`src/rtl/vram_pkg.sv`:
```
// Shared types and default sizes for the VRAM arbiter and its host write FIFO.
package vram_pkg;

    localparam int ADDR_W_DEF     = 14;
    localparam int DATA_W_DEF     = 16;
    localparam int FIFO_DEPTH_DEF = 4;

    typedef enum logic [1:0] {
        OWN_NONE,
        OWN_DISP,
        OWN_HWR,
        OWN_HRD
    } owner_e;

    typedef struct packed {
        logic [ADDR_W_DEF-1:0] addr;
        logic [DATA_W_DEF-1:0] data;
    } wr_entry_t;

endpackage

```
`src/rtl/vram_wr_fifo.sv`:
```
// Host write FIFO: synchronous push/pop with an exact level count.
// Callers only push when !full and only pop when !empty.
module vram_wr_fifo
    import vram_pkg::*;
#(
    parameter int DEPTH = FIFO_DEPTH_DEF
) (
    input  logic                       clk,
    input  logic                       rst,
    input  logic                       push,
    input  wr_entry_t                  push_entry,
    input  logic                       pop,
    output wr_entry_t                  head,
    output logic [$clog2(DEPTH):0]     level,
    output logic                       full,
    output logic                       empty
);

    localparam int PTR_W = $clog2(DEPTH);
    localparam int LVL_W = PTR_W + 1;

    wr_entry_t          mem_q [DEPTH];
    wr_entry_t          mem_d [DEPTH];
    logic [PTR_W-1:0]   wr_ptr_q, wr_ptr_d;
    logic [PTR_W-1:0]   rd_ptr_q, rd_ptr_d;
    logic [LVL_W-1:0]   level_q, level_d;

    // Power-of-two depth lets the pointers wrap by natural overflow.
    always_comb begin
        mem_d    = mem_q;
        wr_ptr_d = wr_ptr_q;
        rd_ptr_d = rd_ptr_q;
        if (push) begin
            mem_d[wr_ptr_q] = push_entry;
            wr_ptr_d        = wr_ptr_q + PTR_W'(1);
        end
        if (pop) begin
            rd_ptr_d = rd_ptr_q + PTR_W'(1);
        end
        level_d = level_q + LVL_W'(push) - LVL_W'(pop);
    end

    always_ff @(posedge clk) begin
        mem_q <= mem_d;
        if (rst) begin
            wr_ptr_q <= '0;
            rd_ptr_q <= '0;
            level_q  <= '0;
        end else begin
            wr_ptr_q <= wr_ptr_d;
            rd_ptr_q <= rd_ptr_d;
            level_q  <= level_d;
        end
    end

    assign head  = mem_q[rd_ptr_q];
    assign level = level_q;
    assign full  = (level_q == LVL_W'(DEPTH));
    assign empty = (level_q == '0);

endmodule

```
`src/rtl/vram_arbiter.sv`:
```
// Single-port VRAM arbiter: scan-out reads first, buffered host writes next, host reads last.
// Optional stall statistics counter enabled with `define VRAM_ARB_STATS_EN.
//
// owner    | meaning
// OWN_NONE | idle slot, RAM not written
// OWN_DISP | scan-out read, data back two cycles later
// OWN_HWR  | FIFO head written to RAM
// OWN_HRD  | pending host read issued (FIFO already empty)
module vram_arbiter
    import vram_pkg::*;
#(
    parameter int ADDR_W     = ADDR_W_DEF,
    parameter int DATA_W     = DATA_W_DEF,
    parameter int FIFO_DEPTH = FIFO_DEPTH_DEF
) (
    input  logic                          clk,
    input  logic                          rst,
    input  logic                          disp_req,
    input  logic [ADDR_W-1:0]             disp_addr,
    output logic                          disp_rvalid,
    output logic [DATA_W-1:0]             disp_rdata,
    input  logic                          host_wr_req,
    input  logic [ADDR_W-1:0]             host_wr_addr,
    input  logic [DATA_W-1:0]             host_wr_data,
    output logic                          host_wr_ready,
    input  logic                          host_rd_req,
    input  logic [ADDR_W-1:0]             host_rd_addr,
    output logic                          host_rd_busy,
    output logic                          host_rd_valid,
    output logic [DATA_W-1:0]             host_rd_data,
    output logic [$clog2(FIFO_DEPTH):0]   fifo_level,
    output logic                          ovf,
    input  logic                          ovf_clr,
    output logic [ADDR_W-1:0]             ram_addr,
    output logic [DATA_W-1:0]             ram_wdata,
    output logic                          ram_wren,
    input  logic [DATA_W-1:0]             ram_rdata,
    output logic [15:0]                   stall_cnt
);

    owner_e             owner;
    owner_e             own1_q, own2_q;
    logic [ADDR_W-1:0]  ram_addr_q, ram_addr_d;
    logic [DATA_W-1:0]  ram_wdata_q, ram_wdata_d;
    logic               ram_wren_q, ram_wren_d;
    logic               rd_pend_q, rd_pend_d;
    logic               rd_busy_q, rd_busy_d;
    logic [ADDR_W-1:0]  rd_addr_q, rd_addr_d;
    logic [DATA_W-1:0]  rd_data_q, rd_data_d;
    logic               ovf_q, ovf_d;
    logic               fifo_push, fifo_pop, fifo_full, fifo_empty, rd_accept;
    wr_entry_t          push_entry, fifo_head;

    assign host_wr_ready   = !fifo_full;
    assign fifo_push       = host_wr_req && host_wr_ready;
    assign push_entry.addr = host_wr_addr;
    assign push_entry.data = host_wr_data;
    assign fifo_pop        = (owner == OWN_HWR);
    assign rd_accept       = host_rd_req && !rd_busy_q;

    vram_wr_fifo #(.DEPTH(FIFO_DEPTH)) u_wr_fifo (
        .clk        (clk),
        .rst        (rst),
        .push       (fifo_push),
        .push_entry (push_entry),
        .pop        (fifo_pop),
        .head       (fifo_head),
        .level      (fifo_level),
        .full       (fifo_full),
        .empty      (fifo_empty)
    );

    // A pending read only wins once the FIFO is empty, so it always sees earlier writes.
    always_comb begin
        owner = OWN_NONE;
        if (disp_req)        owner = OWN_DISP;
        else if (!fifo_empty) owner = OWN_HWR;
        else if (rd_pend_q)  owner = OWN_HRD;
    end

    always_comb begin
        ram_addr_d  = ram_addr_q;
        ram_wdata_d = ram_wdata_q;
        ram_wren_d  = 1'b0;
        unique case (owner)
            OWN_DISP: ram_addr_d = disp_addr;
            OWN_HWR: begin
                ram_addr_d  = fifo_head.addr;
                ram_wdata_d = fifo_head.data;
                ram_wren_d  = 1'b1;
            end
            OWN_HRD:  ram_addr_d = rd_addr_q;
            default:  ram_addr_d = ram_addr_q;
        endcase

        rd_pend_d = rd_pend_q;
        rd_busy_d = rd_busy_q;
        rd_addr_d = rd_addr_q;
        if (owner == OWN_HRD) rd_pend_d = 1'b0;
        // busy falls as the returned data is presented
        if (own1_q == OWN_HRD) rd_busy_d = 1'b0;
        if (rd_accept) begin
            rd_pend_d = 1'b1;
            rd_busy_d = 1'b1;
            rd_addr_d = host_rd_addr;
        end
        rd_data_d = (own2_q == OWN_HRD) ? ram_rdata : rd_data_q;

        ovf_d = ovf_q;
        if (ovf_clr) ovf_d = 1'b0;
        if (host_wr_req && !host_wr_ready) ovf_d = 1'b1;
    end

    always_ff @(posedge clk) begin
        if (rst) begin
            own1_q      <= OWN_NONE;
            own2_q      <= OWN_NONE;
            ram_addr_q  <= '0;
            ram_wdata_q <= '0;
            ram_wren_q  <= 1'b0;
            rd_pend_q   <= 1'b0;
            rd_busy_q   <= 1'b0;
            rd_addr_q   <= '0;
            rd_data_q   <= '0;
            ovf_q       <= 1'b0;
        end else begin
            own1_q      <= owner;
            own2_q      <= own1_q;
            ram_addr_q  <= ram_addr_d;
            ram_wdata_q <= ram_wdata_d;
            ram_wren_q  <= ram_wren_d;
            rd_pend_q   <= rd_pend_d;
            rd_busy_q   <= rd_busy_d;
            rd_addr_q   <= rd_addr_d;
            rd_data_q   <= rd_data_d;
            ovf_q       <= ovf_d;
        end
    end

    assign ram_addr      = ram_addr_q;
    assign ram_wdata     = ram_wdata_q;
    assign ram_wren      = ram_wren_q;
    assign disp_rvalid   = (own2_q == OWN_DISP);
    assign disp_rdata    = disp_rvalid ? ram_rdata : '0;
    assign host_rd_valid = (own2_q == OWN_HRD);
    assign host_rd_data  = host_rd_valid ? ram_rdata : rd_data_q;
    assign host_rd_busy  = rd_busy_q;
    assign ovf           = ovf_q;

`ifdef VRAM_ARB_STATS_EN
    logic [15:0] stall_q, stall_d;

    always_comb begin
        stall_d = stall_q;
        if (ovf_clr)
            stall_d = '0;
        else if (disp_req && (!fifo_empty || rd_pend_q) && stall_q != 16'hFFFF)
            stall_d = stall_q + 16'd1;
    end

    always_ff @(posedge clk) begin
        if (rst) stall_q <= '0;
        else     stall_q <= stall_d;
    end

    assign stall_cnt = stall_q;
`else
    assign stall_cnt = '0;
`endif

endmodule
```
`config.mk`:
```
export PLATFORM = sky130hd
export DESIGN_NAME = vram_arbiter
export DESIGN_NICKNAME = d
export VERILOG_FILES = /design/src/rtl/vram_pkg.sv /design/src/rtl/vram_wr_fifo.sv /design/src/rtl/vram_arbiter.sv
export SDC_FILE = /design/constraint.sdc
export NUM_CORES = 1
export LEC_CHECK = 0
export ABC_AREA = 1
export ABC_CLOCK_PERIOD_IN_PS = 3900
export BUFFER_PORTS_ARGS = -buffer_cell sky130_fd_sc_hd__buf_4
export CELL_PAD_IN_SITES_DETAIL_PLACEMENT = 0
export CELL_PAD_IN_SITES_GLOBAL_PLACEMENT = 1
export CORE_ASPECT_RATIO = 2
export CORE_MARGIN = 5
export CORE_UTILIZATION = 46
export DETAILED_ROUTE_END_ITERATION = 12
export HOLD_SLACK_MARGIN = 0.1
export PLACE_DENSITY_LB_ADDON = 0.1
export SYNTH_ARGS = -nofsm -noshare
export SYNTH_HDL_FRONTEND = slang
export SYNTH_HIERARCHICAL = 1
export SYNTH_SLANG_ARGS = --single-unit
export TNS_END_PERCENT = 10
```
`constraint.sdc`:
```
create_clock -name clk -period 3.9 [get_ports clk]
set_input_delay 0.195 -clock clk [delete_from_list [all_inputs] [get_ports clk]]
set_output_delay 0.195 -clock clk [all_outputs]
set_load 0.03 [all_outputs]
```
==> key figures, run 1 <==
Synthesis
  • Synth top cells by count: 129 x inv_1, 120 x edfxtp_1, 113 x nor2_1, 87 x nand2_1, 75 x dfxtp_1
  • Cell count after synthesis: 845
  • Async SR Flop Fraction: 0%
  • Number of flops mapped to enable cells by yosys: 120
  • Share of the synthesized area in the top cell type: around 42%
  • Seq/Total Area, Yosys: about three fifths
  • Unique cell type count in the Yosys netlist: 31
  • Largest cells by area after synthesis: edfxtp_1 42%, dfxtp_1 18%, inv_1 5.7%
  • Most used DFF post-synth: edfxtp_1
  • Yosys top cell by area: edfxtp_1
  • Syn avg cell area: just over 10 um^2
  • Top-count cell post-synth: inv_1
  • Syn. warnings: 6
  • Cell area after synthesis: ~8500 um^2
  • Yosys reg bits: approximately 200

Timing
  • Final hold slack: between 0.1 and 0.15 ns
  • Final worst slack: roughly 0.96 ns
  • Max-slew headroom: between 10% and 20%
  • Tmin final: ~2.9 ns
  • Slew Limit Fails: 0
  • Final setup viols: 0
  • Setup Skew: 0.009631 ns
  • Setup tns final: 0 ns
  • Hold Fails Final Rpt: 0
  • Worst Tran Pin Value: 1.222 ns
  • RSZ-0062 raised after global routing: false
  • Final Cycle Share: approximately 75%
  • Fmax: about 340 MHz

Global routing
  • Gr ovfl total: 0
  • Initial antenna violation count: 0
  • Vias in the first global route: ~6.4k
  • Pin count of the biggest net entering global routing: between 80 and 90
  • First-pass GRT wire length: around 32,000 um
  • GRT Util Overall: between 10% and 20%

Min path
  • Hold Crit Class: primary input to flop

Power and ir drop
  • Peak VDD IR: approximately 0.43 mV
  • Pwr per Cell Area: 565.2 nW/um^2
  • Total power: between 6000 and 7000 uW
  • Static leakage: 0.004865 uW

Detailed routing
  • First-pass DRT Iterations: 4
  • Met2 Routed Length: 11,270 um
  • DRC violations left: 0
  • DRT iter0 DRCs: 321
  • Metal-1 WL: roughly 7400 um
  • Post-detailed-route count of antenna-violating nets: 0
  • Total number of vias: between 6k and 7k
  • Vias per cell: between 4 and 5
  • Top sig layer: met4
  • WL final: between 15,000 and 20,000 um
  • Drt wl/cell: 15.66 um
  • Met3 routed WL: just over 900 um

Clocking
  • Num CTS Buffers: 17
  • Clock Tree Buf Depth: 2
  • H-Tree Depth: 4
  • # resized after CTS: 0
  • Post-CTS Setup Bufs: 0
  • Reg clk slew, reported paths: 0.07 ns
  • Root Buffer: clkbuf_16
  • CTS tree: done
  • Skew-Pair Late Insertion Delay: roughly 0.42 ns
  • # clock sinks: 195

Placed design
  • Dpl ws: 0.9000 ns
  • Dpl hpwl: around 13,000 um
  • Placer Congestion: about 0.8
  • IO buf count: 150

Finish
  • Layout cell share with drive strength beyond 1: about 27%
  • Final Util: around three fifths
  • Nets: between 1k and 1.5k
  • ANT cells: 0
  • Synth-to-Final Area Change: 28.61%

Floorplanning
  • Initial core utilization: about 47%
  • CORE AREA: between 15,000 and 20,000 um^2
  • Horiz. Die Dim: around 110 um
  • Die Area: ~21,000 um^2
  • Ports: 167
  • Placement Rows: 70
  • Chip height: approximately 200 um

Run
  • Max-Cap Viols: 0

Critical path
  • Arrival time of the worst setup path: roughly 3.3 ns
  • Crit end category: flop
  • CP max FO: 32
  • Worst setup SP type: flop
  • Worst path required time: 4.22 ns
  • Setup CP Type: flop to flop

Outcome
  • Status: completed
-- worst max-delay path, stage by stage, from the launching register on --
cell and delay (ns):
dfxtp_1 0.36, inv_1 0.07, nand2_1 0.07, nor2_1 0.29, buf_4 0.29, nand2_4 0.08, nand3_4 0.32, inv_4 0.22
ha_1 0.34, inv_1 0.05, ha_1 0.12, inv_1 0.05, fa_1 0.37, a21oi_1 0.13, nor2_1 0.06
-- area by class of cell --
cell class                 instances  area (um^2)
clock inverter                     7        78.83
sequential                       195         5110
tap                              216        270.3
clock buffer                      25        560.5
inverter                         135        511.7
fill                            1529         7278
multi-input combinational        469         2521
timing repair buffer             228         1887
-- state kept, by name, summed over array words and instances (netlist names) --
signal,cells
u_wr_fifo/mem_q,120
ram_wdata,16
rd_data_q,16
ram_addr,14
rd_addr_q,14
u_wr_fifo/level,3
own1_q,2
own2_q,2
u_wr_fifo/rd_ptr_q,2
u_wr_fifo/wr_ptr_q,2
host_rd_busy,1
ovf,1
ram_wren,1
rd_pend_q,1
-- metal layers --
metal / vias up / GRT usage (%)
met5: - / 0
met4: 0 / 6.484
met3: 21 / 3.579
met2: 172 / 37.25
met1: 2912 / 19.58
li1: 3115 / -
-- worst paths after layout --
kind / endpoint / cells past startpoint / start / slack, ns
worst max-delay path: u_wr_fifo/level[2] / 14 / u_wr_fifo/level[1] / 0.96
worst min-delay path: rd_data_q[3] / 3 / ram_rdata[3] / 0.11
worst max register to register: u_wr_fifo/level[2] / 14 / u_wr_fifo/level[1] / 0.96
worst min register to register: own2_q[0] / 2 / own1_q[0] / 0.43
-- power breakdown --
group / internal [uW] / switching [uW] / total, uW
clock: 1080 / 741 / 1820
sequential: 2490 / 236 / 2720
combinational: 585 / 1050 / 1640
total: 4150 / 2030 / 6180
-- cell families after synthesis --
logic type      Yosys count  synth area share, %
simple gates            281                14.84
buf+inv                 196                11.00
flops                   195                60.02
compound gates          165                12.97
fa+ha+maj                 7                1.118
other cells               1              0.04409
-- layout by cell type (no fill, tap or decap), types with 3 or more instances in the layout --
master	n
o21ai_0	70
nand2_2	31
inv_2	4
a21oi_2	9
ha_1	6
nand4_1	14
buf_4	158
or2_0	4
o21ai_1	5
o211ai_2	30
dfxtp_1	73
edfxtp_1	120
nand3_1	15
nor2_1	113
nand2_1	87
a21oi_1	46
conb_1	16
inv_1	129
o21ai_2	5
dlygate4sd3_1	70
clkbuf_16	21
or2_2	12
inv_6	3
-- metrics by stage --
stage | area [um^2] | std cells
final | 10940 | 1275
after global routing | 10940 | 1275
after CTS | 10940 | 1275
after detailed placement | 9599 | 1173
after global placement | 9599 | 1173
after floorplan | 8562 | 860
-- repair_timing --
action                                  in CTS  in global routing
hold endpoints to repair                   159                  0
endpoints found under the setup margin       0                  0
hold buffers                                70                  0
Note: power is estimated with default switching activity, not from simulation.
==> run 2: changes to the inputs <==
--- a/config.mk
+++ b/config.mk
@@ -6,13 +6,13 @@
 export NUM_CORES = 1
 export LEC_CHECK = 0
 export ABC_AREA = 1
-export ABC_CLOCK_PERIOD_IN_PS = 3900
+export ABC_CLOCK_PERIOD_IN_PS = 2630
 export BUFFER_PORTS_ARGS = -buffer_cell sky130_fd_sc_hd__buf_4
 export CELL_PAD_IN_SITES_DETAIL_PLACEMENT = 0
 export CELL_PAD_IN_SITES_GLOBAL_PLACEMENT = 1
 export CORE_ASPECT_RATIO = 2
 export CORE_MARGIN = 5
-export CORE_UTILIZATION = 46
+export CORE_UTILIZATION = 38
 export DETAILED_ROUTE_END_ITERATION = 12
 export HOLD_SLACK_MARGIN = 0.1
 export PLACE_DENSITY_LB_ADDON = 0.1
==> constraint.sdc (replaced) <==
create_clock -name clk -period 2.63 [get_ports clk]
set_input_delay 0.1315 -clock clk [delete_from_list [all_inputs] [get_ports clk]]
set_output_delay 0.1315 -clock clk [all_outputs]
set_load 0.03 [all_outputs]
==> run 2 against run 1 <==
  * Sequential share of layout area fell by 1.3 points
  * Wire length fell by 0.10%
  * Clock power rose by 38%
  * Flip-flop and latch count did not move
  * First-iteration DRC count fell by 7.8%
  * Critical path type unchanged
  * Combinational power rose by 61%
  * Die area rose by 19%
  * Clock-buffer cell count fell by 6
  * Worst setup slack got worse by 0.63 ns
  * Utilization fell by 9.0 points
  * Clock skew rose by 0.0047 ns
  * Cell count rose by 7.0%
==> key figures, run 2 (synthesized netlist as in run 1, its figures left out) <==
Timing
  • Setup tns final: 0 ns (unchanged)
  • Hold Fails Final Rpt: 0 (unchanged)
  • Worst Tran Pin Value: 0.7545 ns (-0.4674 ns)
  • Final setup viols: 0 (unchanged)
  • Final Cycle Share: 87.55% (+12 points)
  • Fmax: 434.3 MHz (+28%)
  • Setup Skew: 0.01431 ns (+0.004680 ns)
  • Max-slew headroom: 49.65% (+31 points)
  • Slew Limit Fails: 0 (unchanged)
  • RSZ-0062 raised after global routing: false
  • Tmin final: 2.303 ns (-0.6408 ns)

Clocking
  • Root Buffer: clkbuf_16
  • Post-CTS Setup Bufs: 0 (unchanged)
  • Clock Tree Buf Depth: 2 (unchanged)
  • H-Tree Depth: 4 (unchanged)
  • Skew-Pair Late Insertion Delay: 0.43 ns (about the same)
  • Num CTS Buffers: 17 (unchanged)
  • # resized after CTS: 0 (unchanged)
  • CTS tree: done
  • Reg clk slew, reported paths: 0.07 ns (about the same)
  • # clock sinks: 195 (unchanged)

Finish
  • Fin area: 11,260 um^2 (+3.0%)
  • Fillers: 2,050 (+34%)
  • Layout cell share with drive strength beyond 1: 27.11% (about the same)
  • Synth-to-Final Area Change: 32.42%
  • Most frequent cells in the layout: 162 x buf_4, 130 x inv_1, 120 x edfxtp_1
  • Footprint of the multi-input gates: 2521 um^2 (unchanged)
  • Biggest register: u_wr_fifo/mem_q
  • Commonest non-fill, non-tap cell in the layout: buf_4
  • Nets: 1,162 (+2.6%)
  • ANT cells: 0 (unchanged)
  • Max FFs per register: 120 (unchanged)
  • Register area: 5110 um^2 (unchanged)

Global routing
  • Vias in the first global route: 6,229 (-2.7%)
  • Pin count of the biggest net entering global routing: 124 (+46%)
  • First-pass GRT wire length: 31,910 um (-0.13%)
  • Initial antenna violation count: 0 (unchanged)
  • Gr ovfl total: 0 (unchanged)
  • GRT Util Overall: 15.92% (-3.1 points)

Run
  • Max-Cap Viols: 0 (unchanged)

Detailed routing
  • Post-detailed-route count of antenna-violating nets: 0 (unchanged)
  • Vias per cell: 4.503 (-7.7%)
  • Drt wl/cell: 14.62 um (-6.6%)
  • Total number of vias: 6,142 (-1.3%)
  • DRT iter0 DRCs: 296 (-7.8%)
  • First-pass DRT Iterations: 4 (unchanged)
  • WL final: 19,950 um (-0.10%)
  • DRC violations left: 0 (unchanged)

Critical path
  • Setup CP Type: flop to flop
  • CP bufs+invs: 4 (-1)
  • CP peak stage delay: 0.38 ns (about the same)
  • Worst path required time: 3.00 ns (-1.22 ns)
  • Crit-path slowest cell: nor2_1
  • Worst R2R Setup Slack: 0.33 ns (-0.63 ns)
  • Crit end category: flop
  • CP max FO: 5 (-84%)
  • Arrival time of the worst setup path: 2.67 ns (-0.59 ns)
  • Most frequent CP cell: inv_1
  • CP Cell Sequence: inv_1, nand2_1, nor2_1, nand2_4, nand3_4, inv_4, ha_1, inv_1, ha_1, inv_1, fa_1, nand3_1, nand2_1, nor2_1
  • CP top delay family: simple AND/OR/NAND/NOR gates
  • Worst setup SP type: flop

Power and ir drop
  • Peak VDD IR: 0.5249 mV (+21%)
  • Pwr per Cell Area: 801.1 nW/um^2 (+42%)
  • Static leakage: 0.005011 uW (+3.0%)

Floorplanning
  • Ports: 167 (unchanged)
  • CORE AREA: 22,060 um^2 (+21%)
  • Placement Rows: 77 (+10%)
  • Horiz. Die Dim: 115.8 um (+9.1%)
  • Chip height: 221.6 um (+9.5%)
  • Initial core utilization: 38.55% (-8.1 points)
  • Die Area: 25,660 um^2 (+19%)

Placed design
  • Post-DP Area: 9764 um^2 (+1.7%)
  • IO buf count: 150 (unchanged)
  • Dpl hpwl: 13,450 um (+0.70%)
  • Placer Congestion: 0.7277 (-11%)

Outcome
  • Status: completed

Min path
  • Hold Crit Class: primary input to flop
## run 2: changes by cell type in the layout (fill, tap and decap cells not counted), sizes merged
cell	previous run	this run
dlygate4sd3	70	92
buf	158	165
clkbuf	25	19
inv	138	141
clkinv	3	5
clkinvlp	0	1
## run 2: layout make-up
type	count	area share, %
sequential	195	45.37
timing repair buffer	257	19.51
inverter	135	4.543
multi-input combinational	469	22.38
clock inverter	13	1.111
clock buffer	19	4.021
tap	276	3.066
## run 2: report_power, final
part / internal (uW) / leakage [uW] / switching [uW]
Combinational: 912 / 0.00301 / 1730
Clock: 1370 / 0.000288 / 1150
Sequential: 3690 / 0.00172 / 176
Total: 5970 / 0.00501 / 3050
## run 2: worst reg2reg max path: stages (launching register included)
cell and delay, ns:
dfxtp_1 0.36, inv_1 0.07, nand2_1 0.08, nor2_1 0.38, nand2_4 0.11, nand3_4 0.11
inv_4 0.03, ha_1 0.27, inv_1 0.05, ha_1 0.12, inv_1 0.05, fa_1 0.37
nand3_1 0.09, nand2_1 0.05, nor2_1 0.08
## run 2: path summary, 6_finish.rpt
kind | cells after the start | end | start
setup / recovery | 14 | u_wr_fifo/level[2] | u_wr_fifo/level[1]
hold / removal | 5 | u_wr_fifo/wr_ptr_q[0] | host_wr_req
setup reg to reg | 14 | u_wr_fifo/level[2] | u_wr_fifo/level[1]
hold reg to reg | 2 | own2_q[1] | own1_q[1]
## run 2: what timing repair did
action,4_1_cts,5_1_grt
hold buffers,92,0
endpoints found under the hold margin,175,0
endpoints found under the setup margin,0,0
## run 2: through the flow
| step | power (uW) | setup slack (ns) | instances | utilization (%) | hold slack (ns) |
|---|---|---|---|---|---|
| floorplan | 5779 | 0.1849 | 860 | - | 0.1982 |
| global placement | 6510 | 0.3181 | 1240 | 44.26 | 0.3346 |
| detailed placement | 6524 | 0.3082 | 1240 | 44.26 | 0.3350 |
| CTS | 9170 | 0.2866 | 1364 | 51.05 | 0.1619 |
| global route | 9562 | 0.1150 | 1364 | 51.05 | 0.1997 |
| finish | 9023 | 0.3275 | 1364 | 51.05 | 0.1845 |
## run 2: metal layers
layer,up-vias,wire [um],track usage [%]
met2,141,11250,30.42
met1,2819,7586,17.26
met4,0,176,3.484
met5,-,0,0
met3,13,939,3.769
li1,3169,-,-
==> run 3: changes to the inputs <==
--- a/config.mk
+++ b/config.mk
@@ -7,7 +7,7 @@
 export LEC_CHECK = 0
 export ABC_AREA = 1
 export ABC_CLOCK_PERIOD_IN_PS = 2630
-export BUFFER_PORTS_ARGS = -buffer_cell sky130_fd_sc_hd__buf_4
+export BUFFER_PORTS_ARGS = -buffer_cell sky130_fd_sc_hd__buf_2
 export CELL_PAD_IN_SITES_DETAIL_PLACEMENT = 0
 export CELL_PAD_IN_SITES_GLOBAL_PLACEMENT = 1
 export CORE_ASPECT_RATIO = 2
==> run 3 against run 2 <==
  * Clock-buffer cell count unchanged
  * Flip-flop and latch count unchanged
  * Wire length fell by 1.9%
  * Power shrank 0.37%
  * Highest routed layer unchanged
==> key figures, run 3 (synthesized netlist as in run 1, its figures left out) <==
Outcome
  • Status: completed

Global routing
  • Initial antenna violation count: 0 (unchanged)
  • Pin count of the biggest net entering global routing: 48 (-61%)
  • Vias in the first global route: 6,256 (+0.43%)
  • First-pass GRT wire length: 31,360 um (-1.7%)
  • Gr ovfl total: 0 (unchanged)
  • GRT Util Overall: 15.73% (-0.18 points)

Timing
  • Final worst slack: 0.3217 ns (-0.005766 ns)
  • Final setup viols: 0 (unchanged)
  • Final Cycle Share: 87.77% (+0.22 points)
  • Hold Fails Final Rpt: 0 (unchanged)
  • Slew Limit Fails: 0 (unchanged)
  • Final hold slack: 0.1786 ns (-0.005845 ns)
  • Fmax: 433.2 MHz (-0.25%)
  • RSZ-0062 raised after global routing: false
  • Setup tns final: 0 ns (unchanged)
  • Tmin final: 2.308 ns (+0.005766 ns)
  • Worst Tran Pin Value: 0.7618 ns (+0.007263 ns)
  • Setup Skew: 0.009133 ns (-0.005177 ns)
  • Max-slew headroom: 49.16% (-0.48 points)

Power and ir drop
  • Peak VDD IR: 0.5867 mV (+12%)
  • Static leakage: 0.004852 uW (-3.2%)
  • Pwr per Cell Area: 832.1 nW/um^2 (+3.9%)

Clocking
  • Num CTS Buffers: 17 (unchanged)
  • CTS tree: done
  • Root Buffer: clkbuf_16
  • Post-CTS Setup Bufs: 0 (unchanged)
  • # resized after CTS: 0 (unchanged)
  • # clock sinks: 195 (unchanged)
  • Clock Tree Buf Depth: 2 (unchanged)
  • CTS Hold Buffers Added: 77 (-16%)
  • H-Tree Depth: 4 (unchanged)
  • Reg clk slew, reported paths: 0.07 ns (about the same)
  • Skew-Pair Late Insertion Delay: 0.43 ns (about the same)

Detailed routing
  • WL final: 19,570 um (-1.9%)
  • DRC violations left: 0 (unchanged)
  • Drt wl/cell: 14.49 um (-0.94%)
  • Total number of vias: 6,075 (-1.1%)
  • Vias per cell: 4.497 (-0.14%)
  • DRT iter0 DRCs: 195 (-34%)
  • Post-detailed-route count of antenna-violating nets: 0 (unchanged)
  • First-pass DRT Iterations: 4 (unchanged)

Placed design
  • Post-DP Area: 9442 um^2 (-3.3%)
  • Dpl ws: 0.3093 ns (+0.001121 ns)
  • Placer Congestion: 0.7505 (+3.1%)
  • IO buf count: 150 (unchanged)
  • Dpl hpwl: 13,390 um (-0.42%)

Finish
  • Register area: 5110 um^2 (unchanged)
  • Layout cell share with drive strength beyond 1: 27.44% (+0.33 points)
  • Fin area: 10,800 um^2 (-4.1%)
  • Synth-to-Final Area Change: 27.02%
  • Fillers: 2,117 (+3.3%)
  • Biggest register: u_wr_fifo/mem_q
  • Most frequent cells in the layout: 150 x buf_2, 129 x inv_1, 120 x edfxtp_1
  • Max FFs per register: 120 (unchanged)
  • Commonest non-fill, non-tap cell in the layout: buf_2
  • ANT cells: 0 (unchanged)
  • Final Util: 48.97% (-2.1 points)
  • Footprint of the multi-input gates: 2521 um^2 (unchanged)
  • Nets: 1,149 (-1.1%)

Critical path
  • Arrival time of the worst setup path: 2.64 ns (-0.03 ns)
  • Setup CP Type: flop to flop
  • Worst setup SP type: flop
  • CP max FO: 5 (unchanged)
  • R2R depth: 13 (-1)
  • Crit end category: flop
  • Worst R2R Setup Slack: 0.32 ns (about the same)
  • Worst path required time: 2.96 ns (-0.04 ns)

Floorplanning
  • Horiz. Die Dim: 115.8 um (unchanged)
  • Ports: 167 (unchanged)
  • Initial core utilization: 38.55% (unchanged)
  • Placement Rows: 77 (unchanged)
  • CORE AREA: 22,060 um^2 (unchanged)
  • Die Area: 25,660 um^2 (unchanged)
  • Chip height: 221.6 um (unchanged)

Run
  • Max-Cap Viols: 0 (unchanged)

Min path
  • Hold path depth: 2 (-3)
  • Hold Crit Class: primary input to flop
run 3: cell count changes in the layout (fill, tap and decap cells not counted), moves of 3 or more:
cell,previous run,this run
buf_12,3,6
buf_2,0,150
buf_4,162,11
dlygate4sd3_1,92,77
run 3: metal layers:
metal | GRT usage [%] | routed length (um)
met5 | 0 | 0
met4 | 5.170 | 282
met3 | 3.578 | 781
met2 | 30.34 | 11110
met1 | 16.08 | 7401
run 3: worst max-delay path, cell delays in order (launching register included):
cell and delay [ns]:
dfxtp_1 0.36, inv_1 0.07, nand2_1 0.08, nor2_1 0.37
nand2_4 0.10, nand3_4 0.11, inv_4 0.03, ha_1 0.27
inv_1 0.05, ha_1 0.14, inv_1 0.05, fa_1 0.38
a21oi_1 0.13, nor2_1 0.06
run 3: path summary, 6_finish.rpt:
path	startpoint	end
worst max register to register	u_wr_fifo/level[1]	u_wr_fifo/level[2]
worst max-delay path	u_wr_fifo/level[1]	u_wr_fifo/level[2]
worst min register to register	own1_q[0]	own2_q[0]
worst min-delay path	rst	ram_wdata[9]
run 3: per-stage QoR:
stage	std cells	total power [uW]
final	1351	8990
after global routing	1351	9573
after CTS	1351	9161
after detailed placement	1242	6433
after global placement	1242	6413
after floorplan	860	5779
run 3: layout make-up:
type | instances | share of cell area, %
Clock inverter | 13 | 1.471
Sequential cell | 195 | 47.30
Inverter | 135 | 4.737
Tap cell | 276 | 3.196
Timing Repair Buffer | 244 | 15.96
Clock buffer | 19 | 4.007
Multi-Input combinational cell | 469 | 23.34
run 3: power by group:
group	leakage, uW	switching (uW)	total [uW]	internal, uW
combinational	0.00285	1680	2490	814
sequential	0.00172	217	3900	3690
clock	0.000285	1100	2590	1500
